File: src/rtl/nn_sld_feeder.sv
// Feeds image columns from the activation buffer into the sliding-window register file,
// preloading one window and then stepping it a column at a time under PE-array handshake.
module nn_sld_feeder #(
   parameter int DATA_WIDTH     = 8,
   parameter int ROW_NUM        = 6,
   parameter int COL_DATA_WIDTH = DATA_WIDTH * ROW_NUM,
   parameter int ADDR_WIDTH     = 10,
   parameter int COL_CNT_WIDTH  = 8
) (
   input  logic                      i_clk,
   input  logic                      i_rst,
   input  logic                      i_start,
   input  logic [ADDR_WIDTH-1:0]     i_base_addr,
   input  logic [COL_CNT_WIDTH-1:0]  i_img_cols,
   input  logic [1:0]                i_mode,
   input  logic                      i_3x3,
   output logic                      o_busy,
   output logic                      o_done,
   output logic                      o_rd_en,
   output logic [ADDR_WIDTH-1:0]     o_rd_addr,
   input  logic [COL_DATA_WIDTH-1:0] i_rd_data,
   output logic [COL_DATA_WIDTH-1:0] o_data,
   output logic                      o_shift,
   output logic [1:0]                o_mode,
   output logic                      o_3x3,
   output logic                      o_win_valid,
   input  logic                      i_win_ready
);

   typedef enum logic [2:0] {IDLE, FILL, DRAIN, VALID, STEP, DONE} state_t;

   state_t                     state, state_nxt;
   logic [ADDR_WIDTH-1:0]      base_q;
   logic [COL_CNT_WIDTH-1:0]   cols_q;
   logic [COL_CNT_WIDTH-1:0]   win_cnt;
   logic [2:0]                 fill_cnt;
   logic                       k6_q;
   logic                       rd_pend;
   logic [ADDR_WIDTH-1:0]      rd_off;
   logic [COL_CNT_WIDTH-1:0]   k_val;
   logic [COL_CNT_WIDTH-1:0]   start_k;
   logic                       accept;

   assign k_val   = k6_q ? COL_CNT_WIDTH'(6) : COL_CNT_WIDTH'(3);
   assign start_k = (i_mode == 2'b00) ? COL_CNT_WIDTH'(3) : COL_CNT_WIDTH'(6);
   assign accept  = (state == IDLE) && i_start;

   always_ff @(posedge i_clk or posedge i_rst) begin
      if (i_rst) state <= IDLE;
      else       state <= state_nxt;
   end

   // The window is only declared valid once the read issued last has landed as a shift.
   always_comb begin
      state_nxt = state;
      o_rd_en   = 1'b0;
      rd_off    = '0;
      case (state)
         IDLE:  if (i_start) state_nxt = (i_img_cols < start_k) ? DONE : FILL;
         FILL: begin
            o_rd_en = 1'b1;
            rd_off  = ADDR_WIDTH'(fill_cnt);
            if (COL_CNT_WIDTH'(fill_cnt) == k_val - COL_CNT_WIDTH'(1)) state_nxt = DRAIN;
         end
         DRAIN: if (o_shift && !rd_pend) state_nxt = VALID;
         VALID: if (i_win_ready) state_nxt = (win_cnt == cols_q - k_val) ? DONE : STEP;
         STEP: begin
            o_rd_en   = 1'b1;
            rd_off    = ADDR_WIDTH'(k_val) + ADDR_WIDTH'(win_cnt);
            state_nxt = DRAIN;
         end
         DONE:  state_nxt = IDLE;
         default: state_nxt = IDLE;
      endcase
   end

   assign o_rd_addr   = o_rd_en ? (base_q + rd_off) : '0;
   assign o_busy      = (state != IDLE);
   assign o_done      = (state == DONE);
   assign o_win_valid = (state == VALID);

   always_ff @(posedge i_clk or posedge i_rst) begin
      if (i_rst) begin
         base_q   <= '0;
         cols_q   <= '0;
         o_mode   <= 2'b00;
         o_3x3    <= 1'b0;
         k6_q     <= 1'b0;
         fill_cnt <= '0;
         win_cnt  <= '0;
      end else begin
         if (accept) begin
            base_q   <= i_base_addr;
            cols_q   <= i_img_cols;
            o_mode   <= i_mode;
            o_3x3    <= i_3x3;
            k6_q     <= (i_mode != 2'b00);
            fill_cnt <= '0;
            win_cnt  <= '0;
         end
         if (state == FILL) fill_cnt <= fill_cnt + 3'd1;
         if (state == STEP) win_cnt  <= win_cnt + COL_CNT_WIDTH'(1);
      end
   end

   // Buffer data arrives one cycle after the read and is registered out as a shift the next.
   always_ff @(posedge i_clk or posedge i_rst) begin
      if (i_rst) begin
         rd_pend <= 1'b0;
         o_shift <= 1'b0;
         o_data  <= '0;
      end else begin
         rd_pend <= o_rd_en;
         o_shift <= rd_pend;
         if (rd_pend) o_data <= i_rd_data;
      end
   end

endmodule

File: config.mk
export PLATFORM = sky130hd
export DESIGN_NAME = nn_sld_feeder
export DESIGN_NICKNAME = d
export VERILOG_FILES = /design/src/rtl/nn_sld_feeder.sv
export SDC_FILE = /design/constraint.sdc
export NUM_CORES = 1
export LEC_CHECK = 0
export CORE_MARGIN = 2
export CORE_UTILIZATION = 45
export DETAILED_ROUTE_END_ITERATION = 10
export GPL_ROUTABILITY_DRIVEN = 0
export PLACE_DENSITY = 0.78
export SETUP_SLACK_MARGIN = 0.15
export SLEW_MARGIN = 0
export SYNTH_ARGS = -nofsm -noshare
export SYNTH_HDL_FRONTEND = slang
export SYNTH_SLANG_ARGS = --single-unit
export TNS_END_PERCENT = 30
File: constraint.sdc
create_clock -name i_clk -period 3.3 [get_ports i_clk]
set_input_delay 0.33 -clock i_clk [delete_from_list [all_inputs] [get_ports i_clk]]
set_output_delay 0.33 -clock i_clk [all_outputs]
set_load 0.005 [all_outputs]
==> summary.md <==
| Metric | Value |
|---|---|
| Status | complete, but fails checks |
| Failing checks | setup timing |
| YS warnings | 0 |
| Clk_lat worst skew | 0.35 ns |
| Clk slew on worst S/H paths | 0.08 ns |
| Number of buffers added on ports | 138 |
| Vias in the first global route | 3980 |
| GR Layer Usage met2 | 39.2% |
| CP max stage delay | 0.40 ns |
| # setup viols final | 1 |
| Min-delay worst type | in2async |
| Post-Synth Simple-Gate Area | 10.7% |
| Multi-input logic area | 2260 µm² |
| Post-Synthesis Cells | 383 |
| Largest net degree at the start of global routing | 54 |
| Post-CTS Hold Buffers | 0 |
| H-Tree Level Count | 3 |
| #FFs+latches synth | 86 |
| # diodes | 0 |
| Power Density | 860 nW/µm² |
| Met3 Usage GRT | 9.49% |
| Leakage | 2.77 nW |
| Drc violations | 0 |
| Power, Total | 5.66 mW |
| Tcrit/Tclk final | 106% |
| Min Tclk post-route | 3.49 ns |
| Antenna violations before repair | 0 |
| Final Hold Fails | 0 |
| Vias | 3607 |
| Hold slack | 0.346 ns |
| Synthesis-to-finish area growth | 50.8% |
| Max Clock Freq | 287 MHz |
| FF-to-FF setup slack | 0.10 ns |
| Fillers | 678 |
| Die area | 10500 µm² |
| GRT met1 Usage | 24.3% |
| Worst setup EP type | output port |
| Register area | 2150 µm² |
| Multiplexer share of the synthesized area | 17.7% |
| Synth Area in XOR/XNOR | 3.81% |
| Clock Root Buffer | clkbuf_8 |
| CTS max path bufs | 2 |
| CP Buf/Inv Count | 3 |
| Worst-path fanout max | 2 |
| Worst Tran Pin Value | 0.600 ns |
| Sequential area share after synthesis | 49.3% |
| Final net count | 655 |
| Req. time, crit path | 2.97 ns |
| Adder-cell share of the synthesized area | 5.61% |
| Fraction of layout cells with a size suffix above 1 | 30.5% |
| Die width | 103 µm |
| DR WL/cell | 16.6 µm |
| Critical Path Start Type | flop |
| Max-slew violations | 0 |
| Number of routed nets with antenna violations | 0 |
| Top FF cell, synth | dfrtp_1 |
| CTS Sinks | 86 |
| Syn_nets | 475 |
| Top Family by Delay on Critical Path | simple AND/OR/NAND/NOR gates |
| Most Crowded Layer GR | met2 |
| Worst path arrival time | 3.16 ns |
| RSZ-0062 raised after global routing | yes |
| Gr ovfl total | 0 |
| Pre-Repair DR Iteration Count | 4 |
| CTS tree | done |
| Worst path cell trace | inv_2 -> ha_4 -> inv_2 -> ha_4 -> nor2b_4 -> o21ai_2 -> or3_1 -> a21oi_2 -> ha_1 -> and2_4 -> or3_4 -> a21oi_2 -> o21bai_1 -> mux2i_1 -> buf_2 |
| Initial Utilization | 46.8% |
| Slowest-stage cell, CP | dfrtp_1 |
| TritonCTS Buffers | 9 |
| Synth Area in Compound Gates | 9.39% |
| Max rail drop VDD | 0.465 mV |
| Worst slew margin | 60.0% |
| Netlist Area Pre-Place | 4370 µm² |
| Fin Clk Skew | 0.0149 ns |
| Largest family of logic cells by synthesized area | multiplexers |
| Drt total wl | 11.5 mm |
| First-pass GRT wire length | 18.4 mm |
| Syn Area/Cell | 11.4 µm² |
| Die Y | 103 µm |
| Core area | 9330 µm² |
| DP Wirelength | 8.01 mm |
| Setup ws final | -0.190 ns |
| Asr flop ratio synth | 100% |
| Max-cap violations | 0 |
| CP Class | reg2out |
| GRT Util Overall | 22.6% |
| EDFF count, synth | 0 |
| Top Ports | 139 |
| Initial drt markers | 129 |
| FP Rows | 35 |
| Vias per cell | 5.18 |
| Synth cell types | 52 |
-- report_power, final --
| part | total (mW) | internal, mW | switching (mW) |
|---|---|---|---|
| clock network | 0.736 | 0.369 | 0.367 |
| registers | 1.89 | 1.56 | 0.332 |
| logic | 3.04 | 1.85 | 1.19 |
-- Yosys cell counts (2+ instances only) --
cell      instances  area share, %
a21oi_1          10            1.1
a22oi_1           4           0.69
a31oi_1           2           0.29
and2_1            4           0.57
and3_1            2           0.29
buf_1             2           0.17
buf_2             8           0.92
buf_4             3           0.52
clkbuf_1          3           0.26
dfrtp_1          86             49
ha_1             18            5.2
inv_1            16            1.4
mux2_2           66             17
mux2i_1           3           0.69
nand2_1          23            2.0
nand2b_1          5           0.72
nand4_1           3           0.43
nor2_1           25            2.1
nor2b_1           5           0.72
nor3_1            6           0.69
nor4_1            2           0.29
o21a_1            3           0.52
o21ai_0          27            3.1
o21bai_1          2           0.34
o311ai_0          2           0.40
o31ai_1           6            1.0
or3_1             5           0.72
xnor2_1          11            2.2
xor2_1            8            1.6
-- cell type report --
cell class,count,area share (%)
flip-flops and latches,86,32.7
multi-input cells,263,34.3
well taps,129,2.45
repair buffers,186,26.7
clock buffers,12,2.20
inverters,17,1.03
clock inverters,3,0.665
-- final timing paths --
kind                                         from                endpoint  cells past startpoint
max                              k6_q$_DFFE_PP0P_            o_rd_addr[9]                     15
min                                         i_rst   o_data[7]$_DFFE_PP0P_                      2
max reg2reg                      k6_q$_DFFE_PP0P_    state[0]$_DFFE_PP0P_                     20
min reg2reg                o_data[26]$_DFFE_PP0P_  o_data[26]$_DFFE_PP0P_                      1
max in group asynchronous                   i_rst       rd_pend$_DFF_PP0_                      3
min in group i_clk         o_data[26]$_DFFE_PP0P_  o_data[26]$_DFFE_PP0P_                      1
-- layout by cell type (no fill, tap or decap), types with 3 or more instances in the layout --
| master | Yosys | layout |
|---|---|---|
| mux2_2 | 66 | 66 |
| o21ai_0 | 27 | 20 |
| ha_4 | 0 | 7 |
| nor2b_1 | 5 | 3 |
| a21oi_1 | 10 | 4 |
| nand2_1 | 23 | 23 |
| xor2_1 | 8 | 7 |
| a22oi_1 | 4 | 4 |
| a21oi_2 | 0 | 6 |
| clkdlybuf4s50_1 | 0 | 130 |
| nand4_1 | 3 | 3 |
| mux2i_1 | 3 | 3 |
| inv_1 | 16 | 12 |
| buf_6 | 1 | 3 |
| o21a_1 | 3 | 3 |
| o21ai_2 | 0 | 5 |
| dlygate4sd2_1 | 0 | 3 |
| ha_1 | 18 | 11 |
| nand2b_1 | 5 | 5 |
| and2_1 | 4 | 3 |
| buf_2 | 8 | 3 |
| xnor2_1 | 11 | 11 |
| nor3_1 | 6 | 6 |
| dfrtp_1 | 86 | 85 |
| clkbuf_8 | 0 | 10 |
| buf_4 | 3 | 43 |
| inv_2 | 1 | 3 |
| o31ai_1 | 6 | 5 |
| nor2_1 | 25 | 23 |
| or3_1 | 5 | 4 |
-- sequential cells by signal, indices dropped and copies added (netlist names) --
name,flops
base_q,10
cols_q,8
fill_cnt,3
k6_q,1
o_3x3,1
o_data,48
o_mode,2
o_shift,1
rd_pend,1
state,3
win_cnt,8
-- cells by family (layout without fill, tap and decap cells) --
logic type	count (synthesis)	count (layout)
buf+inv	34	218
compound gates	65	65
simple gates	91	91
mux	69	69
fa+ha+maj	19	19
xor+xnor	19	19
flops	86	86
-- worst register-to-register path, stage by stage (launching register included) --
cell and delay, ns:
dfrtp_1 0.38, inv_2 0.07, buf_4 0.13, buf_4 0.12, buf_4 0.14, buf_4 0.13
buf_4 0.12, buf_4 0.13, buf_4 0.12, buf_4 0.12, buf_4 0.12, buf_4 0.13
buf_4 0.13, buf_6 0.12, ha_4 0.16, inv_4 0.05, ha_4 0.19, xor2_2 0.15
nor4_2 0.24, nand4_1 0.15, o31ai_2 0.24
-- per-layer routing --
metal / wire [µm] / part of all wire [%]
met5: 0 / 0
met4: 259 / 2.2
met2: 5940 / 51
met1: 4280 / 37
met3: 1050 / 9.1
-- metrics by stage --
stage / instance area (µm²) / util (%) / TNS [ns] / std cells / setup slack (ns)
after global routing: 6590 / 70.7 / -0.618 / 696 / -0.277
after floorplan: 4370 / - / 0 / 383 / 0.331
after detailed placement: 6030 / 64.7 / -0.547 / 658 / -0.218
after CTS: 6450 / 69.2 / -0.113 / 693 / -0.113
after global placement: 6030 / 64.7 / -0.122 / 658 / -0.0859
final: 6590 / 70.7 / -0.190 / 696 / -0.190
-- timing repair --
action / 4_1_cts / 5_1_grt
buffers inserted: 20 / 3
setup endpoints to repair: 8 / 9
gates resized for setup: 50 / 23
pin swaps: 13 / 14
Note: power is estimated with default switching activity, not from simulation.
==> edit 1 (same flow settings) <==
Set the parameter `ADDR_WIDTH` to 9 (it was 10).
--- a/src/rtl/nn_sld_feeder.sv
+++ b/src/rtl/nn_sld_feeder.sv
@@ -5,5 +5,5 @@
    parameter int ROW_NUM        = 6,
    parameter int COL_DATA_WIDTH = DATA_WIDTH * ROW_NUM,
-   parameter int ADDR_WIDTH     = 10,
+   parameter int ADDR_WIDTH     = 9,
    parameter int COL_CNT_WIDTH  = 8
 ) (
Ports: changed (resized i_base_addr and o_rd_addr); port bits go from 139 to 137. The function was not compared with the original's and may differ.
==> edit 1 against the original RTL <==
Cell count is 7.8% lower; synthesized area is 3.5% lower; sequential cell count is 1 lower; the flow still finishes with violations (setup timing); final area is 5.7% lower; setup slack worse by 0.012 ns; wire length is 3.9% lower; total power is 1.5% lower; fmax is 0.35% lower.
==> edit 1: results (changes against the original RTL) <==
.. list-table::
   :header-rows: 1

   * - Metric
     - Value
   * - Total Nets Final
     - 616 (was 655)
   * - Non-clk bufs
     - 171 (was 186)
   * - Port bufs
     - 136 (was 138)
   * - Multi-input comb cells
     - 246 (was 263)
   * - Synthesized net count
     - 449 (was 475)
   * - Synthesis-to-layout area growth
     - 47.34% (was 50.83%)
   * - NonClk Buf Share
     - 0.2585 (was 0.2671)
   * - Final setup slack of the worst path
     - -0.2023 ns (was -0.1899 ns)
   * - Total leakage power
     - 2.698 nW (was 2.773 nW)
   * - Sequential cell count of the final layout
     - 85 (was 86)
   * - Final wirelength
     - 11.09 mm (was 11.54 mm)
   * - GR Util All Layers
     - 0.2275 (was 0.2262)
   * - Max VDD drop
     - 0.4524 mV (was 0.4652 mV)
   * - Signal arrival time at the worst endpoint
     - 3.17 ns (was 3.16 ns)
   * - Pin count of the biggest net entering global routing
     - 48 (was 54)
   * - Violated checks
     - setup timing (unchanged)
   * - Dominant cells by area after synthesis
     - sky130_fd_sc_hd__dfrtp_1, sky130_fd_sc_hd__mux2_2, sky130_fd_sc_hd__ha_1, sky130_fd_sc_hd__o21ai_0, sky130_fd_sc_hd__xor2_1 (was sky130_fd_sc_hd__dfrtp_1, sky130_fd_sc_hd__mux2_2, sky130_fd_sc_hd__ha_1, sky130_fd_sc_hd__o21ai_0, sky130_fd_sc_hd__xnor2_1)
   * - Half-perimeter wire length of the detailed placement result
     - 8.257 mm (was 8.014 mm)
   * - Number of clock buffer instances in the layout
     - 11 (was 12)
   * - Hold slack
     - 0.4157 ns (was 0.3464 ns)
   * - Avg Vias per Cell
     - 5.341 (was 5.182)
   * - Number of DRC violations after detailed-routing iteration 0
     - 118 (was 129)
   * - Count of different cell masters after synthesis
     - 50 (was 52)
   * - Multi-input logic portion of the cell area
     - 0.3350 (was 0.3427)
   * - Post-placement cell count
     - 612 (was 658)
   * - Number of setup violations in the final report
     - 4 (was 1)
   * - Result of the run
     - complete, but fails checks (unchanged)
   * - Cell types with the highest counts after synthesis
     - sky130_fd_sc_hd__dfrtp_1, sky130_fd_sc_hd__mux2_2, sky130_fd_sc_hd__nor2_1 (was sky130_fd_sc_hd__dfrtp_1, sky130_fd_sc_hd__mux2_2, sky130_fd_sc_hd__o21ai_0)
[edit 1: per-layer routing]
| layer | part of all wire | GRT usage | vias up | wire length (um) |
|---|---|---|---|---|
| li1 | - | - | 1610 | - |
| met1 | 0.39 | 0.2650 | 1679 | 4311 |
| met2 | 0.50 | 0.3836 | 124 | 5583 |
| met3 | 0.090 | 0.09570 | 16 | 998 |
| met4 | 0.018 | 0.06639 | 0 | 195 |
| met5 | 0 | 0 | - | 0 |
[edit 1: power groups by stage]
stage	registers (mW)	logic [mW]	clock network (mW)
floorplan	1.84	1.42	0
global placement	1.88	2.72	0
detailed placement	1.91	2.79	0
CTS	1.90	2.82	0.798
global route	1.98	3.18	0.840
finish	1.90	2.90	0.776
[edit 1: kinds of logic after synthesis]
family	synth area share
adder cells (fa/ha/maj)	0.05518
XOR/XNOR	0.04568
buffers and inverters	0.02878
AO/OA/AOI/OAI	0.08040
multiplexers	0.1810
flip-flops	0.5043
AND/OR/NAND/NOR	0.1047
==> edit 2 (same flow settings) <==
Without the edit above. Re-encode `state_t` (6 states) as one-hot, 6 bits wide.
--- a/src/rtl/nn_sld_feeder.sv
+++ b/src/rtl/nn_sld_feeder.sv
@@ -28,5 +28,5 @@
 );
 
-   typedef enum logic [2:0] {IDLE, FILL, DRAIN, VALID, STEP, DONE} state_t;
+   typedef enum logic [5:0] {IDLE = 6'b000001, FILL = 6'b000010, DRAIN = 6'b000100, VALID = 6'b001000, STEP = 6'b010000, DONE = 6'b100000} state_t;
 
    state_t                     state, state_nxt;
Check against the original RTL: same outputs for any inputs over 10 cycles, from zero or initial values and one cycle with i_rst high; not proved beyond that.
==> edit 2 against the original RTL <==
The run still ends with setup timing left; total power is 5.4% lower; largest cell class unchanged; count of clock-buffer cells in the layout is 2 lower; via count is 3.8% higher; critical endpoint is now o_rd_addr[7]; sequential share of layout area is 0.61 points higher; synthesized area is 3.4% higher; setup slack worse by 0.22 ns; final area is 1.7% higher; wire length is 1.0% higher; die area is 3.2% higher; clock power is 7.1% higher; critical path type unchanged; clock skew is 0.0056 ns lower; sequential cell count is 3 higher.
==> edit 2: results (changes against the original RTL) <==
.. list-table::
   :header-rows: 1

   * - Metric
     - Value
   * - Result of the run
     - complete, but fails checks (unchanged)
   * - Violated checks
     - setup timing (unchanged)
   * - Final wirelength
     - 11.66 mm (was 11.54 mm)
   * - Longest individual stage delay on the worst path
     - 0.54 ns (was 0.40 ns)
   * - Total Nets Final
     - 665 (was 655)
   * - Actual transition at the worst max-transition pin
     - 0.7383 ns (was 0.6000 ns)
   * - Signal arrival time at the worst endpoint
     - 3.38 ns (was 3.16 ns)
   * - Synthesized netlist cell count
     - 391 (was 383)
   * - Avg Vias per Cell
     - 5.266 (was 5.182)
   * - Register clock-pin slew on the reported worst setup and hold paths
     - 0.10 ns (was 0.08 ns)
   * - CP startpoint
     - state[0] (was k6_q)
   * - GR Util All Layers
     - 0.2233 (was 0.2262)
   * - Final setup slack of the worst path
     - -0.4051 ns (was -0.1899 ns)
   * - Half-perimeter wire length of the detailed placement result
     - 8.781 mm (was 8.014 mm)
   * - Cell types with the highest counts after synthesis
     - sky130_fd_sc_hd__dfrtp_1, sky130_fd_sc_hd__mux2_2, sky130_fd_sc_hd__o21ai_0 (unchanged)
   * - Post-place instance area
     - 6384 um^2 (was 6035 um^2)
   * - Startpoint of the worst register-to-register path
     - state[2] (was k6_q)
   * - Via count of the first global-routing pass
     - 4105 (was 3980)
   * - Master of the slowest instance on the critical path
     - sky130_fd_sc_hd__or4_4 (was sky130_fd_sc_hd__dfrtp_1)
   * - Total of fill cells in the finished design
     - 748 (was 678)
   * - Most used DFF post-synth
     - sky130_fd_sc_hd__dfrtp_1 (unchanged)
   * - Number of DRC violations after detailed-routing iteration 0
     - 152 (was 129)
   * - Post-Route Skew
     - 0.009310 ns (was 0.01489 ns)
   * - Worst R2R Path Depth
     - 6 (was 20)
   * - Pin count of the biggest net entering global routing
     - 50 (was 54)
   * - Synthesized net count
     - 483 (was 475)
   * - Post-placement worst setup slack
     - -0.3922 ns (was -0.2176 ns)
   * - Total via count after detailed routing
     - 3744 (was 3607)
   * - Register area share after synthesis
     - 0.4934 (was 0.4926)
   * - Count of different cell masters after synthesis
     - 54 (was 52)
   * - Dominant cells by area after synthesis
     - sky130_fd_sc_hd__dfrtp_1, sky130_fd_sc_hd__mux2_2, sky130_fd_sc_hd__ha_1, sky130_fd_sc_hd__o21ai_0, sky130_fd_sc_hd__xor2_1 (was sky130_fd_sc_hd__dfrtp_1, sky130_fd_sc_hd__mux2_2, sky130_fd_sc_hd__ha_1, sky130_fd_sc_hd__o21ai_0, sky130_fd_sc_hd__xnor2_1)
   * - Number of setup violations in the final report
     - 8 (was 1)
   * - Total leakage power
     - 2.882 nW (was 2.773 nW)
   * - Worst-path maximum fanout
     - 4 (was 2)
   * - Max VDD drop
     - 0.4686 mV (was 0.4652 mV)
   * - Port bufs
     - 138 (unchanged)
==> edit 2: cell count changes after synthesis, sizes merged, moves of 4 or more <==
cell,delta
a21boi,+4
a21oi,-7
buf,-6
clkbuf,+5
nand2,-7
nand3,+9
nor2,-5
nor3,+8
o31ai,-6
xor2,+4
==> edit 2: area by class of cell <==
| class | instances | area [um^2] | area share |
|---|---|---|---|
| Clock buffer | 10 | 137.6 | 0.02055 |
| Timing Repair Buffer | 187 | 1754 | 0.2619 |
| Inverter | 16 | 61.31 | 0.009152 |
| Tap cell | 133 | 166.4 | 0.02484 |
| Sequential cell | 89 | 2230 | 0.3328 |
| Multi-Input combinational cell | 270 | 2283 | 0.3409 |
| Clock inverter | 6 | 66.31 | 0.009899 |
==> edit 2: report_power, final <==
group / total (mW) / internal [mW] / switching, mW
combinational: 2.69 / 1.65 / 1.03
clock: 0.788 / 0.374 / 0.414
sequential: 1.88 / 1.58 / 0.300
total: 5.36 / 3.61 / 1.75
==> edit 2: timing repair <==
action	CTS	global route
pin swaps	14	7
cloned	0	0
hold buffers	0	0
setup endpoints to repair	9	9
setup buffers	4	0
gates resized for setup	35	11
==> edit 2: stage by stage <==
step | util | TNS (ns)
4_1_cts | 0.6829 | -2.658
2_1_floorplan | - | 0
3_5_place_dp | 0.6531 | -1.993
6_report | 0.6854 | -2.255
5_1_grt | 0.6854 | -3.387
3_3_place_gp | 0.6531 | -1.471
==> edit 2: logic make-up after synthesis <==
kind of cell | count (synthesis) | share of synthesized area
AOI/OAI and AO/OA | 55 | 0.08006
xor gates and xnor gates | 23 | 0.04460
adders and majority gates | 19 | 0.05429
buffers and inverters | 32 | 0.02936
DFF | 89 | 0.4934
muxes | 69 | 0.1720
and+or+nand+nor | 104 | 0.1263
==> edit 2: final timing paths <==
kind,end,slack [ns]
max in group asynchronous,o_data[29],2.22
min reg2reg,o_data[7],0.51
min,base_q[1],0.39
max reg2reg,cols_q[5],0.94
min in group i_clk,o_data[7],0.51
max,o_rd_addr[7],-0.41
==> edit 2: worst max-delay path: cells and delay by family (launching register included) <==
kind | cells | cell delay [ns]
AND/OR/NAND/NOR | 4 | 1.31
XOR/XNOR | 1 | 0.14
AO/OA/AOI/OAI | 4 | 0.74
adder cells (fa/ha/maj) | 1 | 0.13
flip-flops | 1 | 0.38
buffers and inverters | 3 | 0.32
==> edit 2: per-layer routing <==
metal / vias to the layer above / global-route usage / wire length (um) / part of all wire
met4: 0 / 0.1033 / 331 / 0.028
met3: 31 / 0.07331 / 927 / 0.080
li1: 1763 / - / - / -
met1: 1823 / 0.2418 / 4421 / 0.38
met2: 127 / 0.3947 / 5975 / 0.51
met5: - / 0 / 0 / 0
